<file path="src/rtl/down_timer_pkg.sv">
// Shared types and defaults for the loadable down-counter/timer.
package down_timer_pkg;

    localparam int DEFAULT_WIDTH = 4;

    typedef enum logic [1:0] {
        IDLE = 2'd0,
        RUN  = 2'd1,
        DONE = 2'd2
    } state_t;

endpackage : down_timer_pkg

</file>
<file path="src/rtl/down_timer.sv">
// Loadable down-counter with one-shot and auto-reload modes; pulses expired on reaching terminal.
module down_timer
    import down_timer_pkg::*;
#(
    parameter int WIDTH = DEFAULT_WIDTH
) (
    input  logic             clk,
    input  logic             reset,
    input  logic             enable,
    input  logic             load,
    input  logic [WIDTH-1:0] load_value,
    input  logic             periodic,
    output logic [WIDTH-1:0] count,
    output logic             busy,
    output logic             expired,
    output logic             done
);

    localparam logic [WIDTH-1:0] ONE  = WIDTH'(1);
    localparam logic [WIDTH-1:0] ZERO = '0;

    state_t           state_q, state_d;
    logic [WIDTH-1:0] count_q, count_d;
    logic [WIDTH-1:0] reload_q, reload_d;
    logic             periodic_q, periodic_d;
    logic             expired_q, expired_d;
    logic             done_q, done_d;

    // FSM state register.
    // NOTE: sequential state uses non-blocking assignments so every flop samples pre-edge values.
    always_ff @(posedge clk or posedge reset) begin
        if (reset) begin
            state_q <= IDLE;
        end else begin
            state_q <= state_d;
        end
    end

    // Next-state logic; a load in any state overrides everything else.
    // NOTE: every output of a combinational block gets a default first, so no latch is inferred.
    always_comb begin
        state_d = state_q;
        if (load) begin
            state_d = (load_value != ZERO) ? RUN : IDLE;
        end else begin
            unique case (state_q)
                IDLE: state_d = IDLE;
                RUN: begin
                    if (enable && count_q <= ONE && !periodic_q) begin
                        state_d = DONE;
                    end
                end
                DONE:    state_d = DONE;
                default: state_d = IDLE;
            endcase
        end
    end

    // Count/reload datapath: decrement is guarded, terminal either reloads or parks at zero.
    always_comb begin
        count_d    = count_q;
        reload_d   = reload_q;
        periodic_d = periodic_q;
        expired_d  = 1'b0;
        done_d     = done_q;
        if (load) begin
            count_d    = load_value;
            reload_d   = load_value;
            periodic_d = periodic;
            done_d     = 1'b0;
        end else begin
            unique case (state_q)
                RUN: begin
                    if (enable) begin
                        if (count_q > ONE) begin
                            count_d = count_q - ONE;
                        end else begin
                            expired_d = 1'b1;
                            if (periodic_q) begin
                                count_d = reload_q;
                            end else begin
                                count_d = ZERO;
                                done_d  = 1'b1;
                            end
                        end
                    end
                end
                DONE:    count_d = ZERO;
                default: count_d = count_q;
            endcase
        end
    end

    always_ff @(posedge clk or posedge reset) begin
        if (reset) begin
            count_q    <= '0;
            reload_q   <= '0;
            periodic_q <= 1'b0;
            expired_q  <= 1'b0;
            done_q     <= 1'b0;
        end else begin
            count_q    <= count_d;
            reload_q   <= reload_d;
            periodic_q <= periodic_d;
            expired_q  <= expired_d;
            done_q     <= done_d;
        end
    end

    assign count   = count_q;
    assign busy    = (state_q == RUN);
    assign expired = expired_q;
    assign done    = done_q;

endmodule : down_timer
</file>
<file path="config.mk">
export PLATFORM = sky130hd
export DESIGN_NAME = down_timer
export DESIGN_NICKNAME = d
export VERILOG_FILES = /design/src/rtl/down_timer_pkg.sv /design/src/rtl/down_timer.sv
export SDC_FILE = /design/constraint.sdc
export NUM_CORES = 1
export LEC_CHECK = 0
export ABC_AREA = 1
export ABC_CLOCK_PERIOD_IN_PS = 1200
export CAP_MARGIN = 20
export CORE_MARGIN = 1.5
export CORE_UTILIZATION = 44
export CTS_CLUSTER_SIZE = 40
export DETAILED_ROUTE_END_ITERATION = 8
export PLACE_DENSITY_LB_ADDON = 0.1
export SLEW_MARGIN = 40
export SYNTH_ARGS = -nofsm -noshare
export SYNTH_HDL_FRONTEND = slang
export SYNTH_SLANG_ARGS = --single-unit
export TNS_END_PERCENT = 5
</file>
<file path="constraint.sdc">
create_clock -name clk -period 1.2 [get_ports clk]
set_input_delay 0.3 -clock clk [delete_from_list [all_inputs] [get_ports clk]]
set_output_delay 0.3 -clock clk [all_outputs]
set_load 0.005 [all_outputs]
</file>
==> run metrics <==
violated checks=setup timing; reg-to-reg endpoint=state_q[1]$_DFFE_PP0P_; Startpoint Class=flop; Post-Route Skew=0.00767 ns; Psw=1.08 mW; Worst setup EP type=primary output; Std-Cell Rows=14; leading cell type in the layout, fill and taps excluded=nand2_1; final setup fails=10; placed wire-length estimate=1.38 mm; routed len/inst=12.8 microns; fin area=1220 sq um; clk slew on worst S/H paths=0.09 ns; Sequential Power Share=24.4%; Post-Synth Simple-Gate Area=34.4%; Vias=802; mux contribution to synthesized area=0%; I/O pins=16; fillers=118; Hold Slack=0.299 ns; Max Slew Vio Count=0; synthesized area per cell=7.59 sq um; chip width=44.8 microns; largest family of logic cells by synthesized area=simple AND/OR/NAND/NOR gates; Seq/Total Area, Yosys=42.4%; first-pass GRT wire length=3.31 mm; Synth Net Count=114; H-Tree Depth=1; crit path kind=reg2out; Post-route DRC=0; CTS Sinks=13; largest area contributor in the netlist=dfrtp_1; reg2reg setup slack=-0.11 ns; RSZ-0062 raised after global routing=yes; Die Area=2000 sq um; Peak Freq=750 MHz; total grt overflow=0; GRT Overall Usage=23.9%; Yosys Warn Count=0; PnR worst setup slack=-0.134 ns; Netlist cell types=20; Final GP Congestion=0.829; CTS Buf Count=3; Lkg Pwr=0.598 nW; drt total wl=2.01 mm; largest net degree at the start of global routing=14; Starting Density=48.7%; Nets=155; port bufs=15; initial antenna violation count=0; diode count=0; Int Pwr=1.48 mW; Placed Area=1070 sq um; Mapped Cells=101; final hold violation count=0; CTS Buffer Depth=2; CP arrival=1.03 ns; slew margin rel.=80.4%; combinational power share=64.4%; Via-to-Cell Ratio=5.11; Initial DRC Count=19; Clk pwr share=11.2%; required time of the critical path=0.90 ns; DR pass1 iterations=5; area delta synth->final=59.7%; worst vdd ir=1.76 mV; crit share post-route=111%; min Tclk post-route=1.33 ns; CTS root buf=clkbuf_4; largest cells by area after synthesis=dfrtp_1 (42%), nand2_1 (18%), ha_1 (6.5%); Hold Crit Class=in2async; Yosys top cell area share=42.4%; worst slew pin tran=0.294 ns; clk_lat worst skew=0.29 ns; Switching Share=42.1%; crit-path max FO=2; xor/xnor share of the synthesized area=0%; end of the critical path=busy; CTS tree=done; Die Ht=44.8 microns; Adder-Cell Fraction of Synth Area=6.53%; Synth Register Bits=13; status=complete, but fails checks; vias in the first global route=797; Pwr Density=2090 nW/um^2; Mapped Area=767 sq um; share of post-route cells with drive strength above 1=39.0%; reg2reg start=count[0]$_DFFE_PP0P_; Synth Area in Compound Gates=8.97%; Core Area=1580 sq um; highest-count cells in the layout ignoring fill and taps=nand2_1 (34), buf_4 (20), dfrtp_1 (13); R2R depth=9; Critical Path Source=state_q[1]$_DFFE_PP0P_; Antenna Violating Nets Remaining=0; max-cap violations=0
critical path, stage by stage (launching register included):
cell and delay [ns]:
dfrtp_1 0.39, inv_2 0.07, ha_2 0.17, buf_2 0.11
sequential cells by signal (all words and copies together), names as in the netlist:
signal and flops:
count 4, reload_q 4, periodic_q 1, expired 1, done 1, state_q 2
power groups by stage:
stage	clock [mW]	sequential, mW	combinational (mW)
floorplan	0	0.685	0.645
global placement	0	0.652	1.23
detailed placement	0	0.658	1.27
CTS	0.288	0.615	1.59
global route	0.304	0.631	1.80
finish	0.288	0.624	1.65
metrics by stage:
stage / cells / setup TNS [ns] / worst slack (ns) / total power [mW] / utilization (%)
after floorplan: 101 / -0.00000777 / -0.00000777 / 1.33 / -
after global placement: 148 / -2.44 / -0.204 / 1.89 / 67.9
after detailed placement: 148 / -2.75 / -0.237 / 1.93 / 67.9
after CTS: 157 / -0.732 / -0.122 / 2.49 / 76.9
after global routing: 157 / -1.54 / -0.184 / 2.74 / 77.7
final: 157 / -0.813 / -0.134 / 2.56 / 77.7
area by class of cell:
cell class              count  area [sq um]  area share [%]
well taps                  16          20.0            1.63
repair buffers             37           314            25.6
clock buffers               3          22.5            1.84
multi-input cells          75           483            39.4
flip-flops and latches     13           325            26.6
clock inverters             1          5.00           0.409
inverters                  12          55.1            4.49
worst min path at each step:
| stage | startpoint | endpoint | slack (ns) |
|---|---|---|---|
| 3_5_place_dp | reload_q[1]$_DFFE_PP0P_ | reload_q[1]$_DFFE_PP0P_ | 0.47 |
| 2_1_floorplan | reset | count[0]$_DFFE_PP0P_ | 0.18 |
| 6_report | reset | state_q[1]$_DFFE_PP0P_ | 0.30 |
| 3_3_place_gp | reload_q[1]$_DFFE_PP0P_ | reload_q[1]$_DFFE_PP0P_ | 0.46 |
| 4_1_cts | reset | state_q[1]$_DFFE_PP0P_ | 0.31 |
| 5_1_grt | reset | state_q[1]$_DFFE_PP0P_ | 0.32 |
synth_stat cells (all sizes together):
library cell and n:
nand2 38, dfrtp 13, inv 12, nor2 10
a21oi 8, nand3 8, ha 4, o21ai 2
clkbuf 1, nand3b 1, nand4 1, nor3 1
o21a 1, o21bai 1
logic make-up after synthesis:
| kind of cell | count (synthesis) |
|---|---|
| simple gates | 59 |
| fa+ha+maj | 4 |
| flops | 13 |
| compound gates | 12 |
| buf+inv | 13 |
what timing repair did:
action                                  CTS  global route
setup buffers                             5             0
pin swaps                                10             3
hold buffers                              0             0
endpoints found under the setup margin   15            14
cloned                                    0             0
resized for setup                        36             9
per-layer routing:
| layer | vias up | global-route usage [%] | wire length [microns] |
|---|---|---|---|
| li1 | 406 | - | - |
| met3 | 9 | 5.20 | 104 |
| met5 | - | 0 | 0 |
| met1 | 359 | 30.7 | 910 |
| met4 | 0 | 17.6 | 66 |
| met2 | 28 | 35.4 | 928 |
Power figures use the tool's default switching activity.
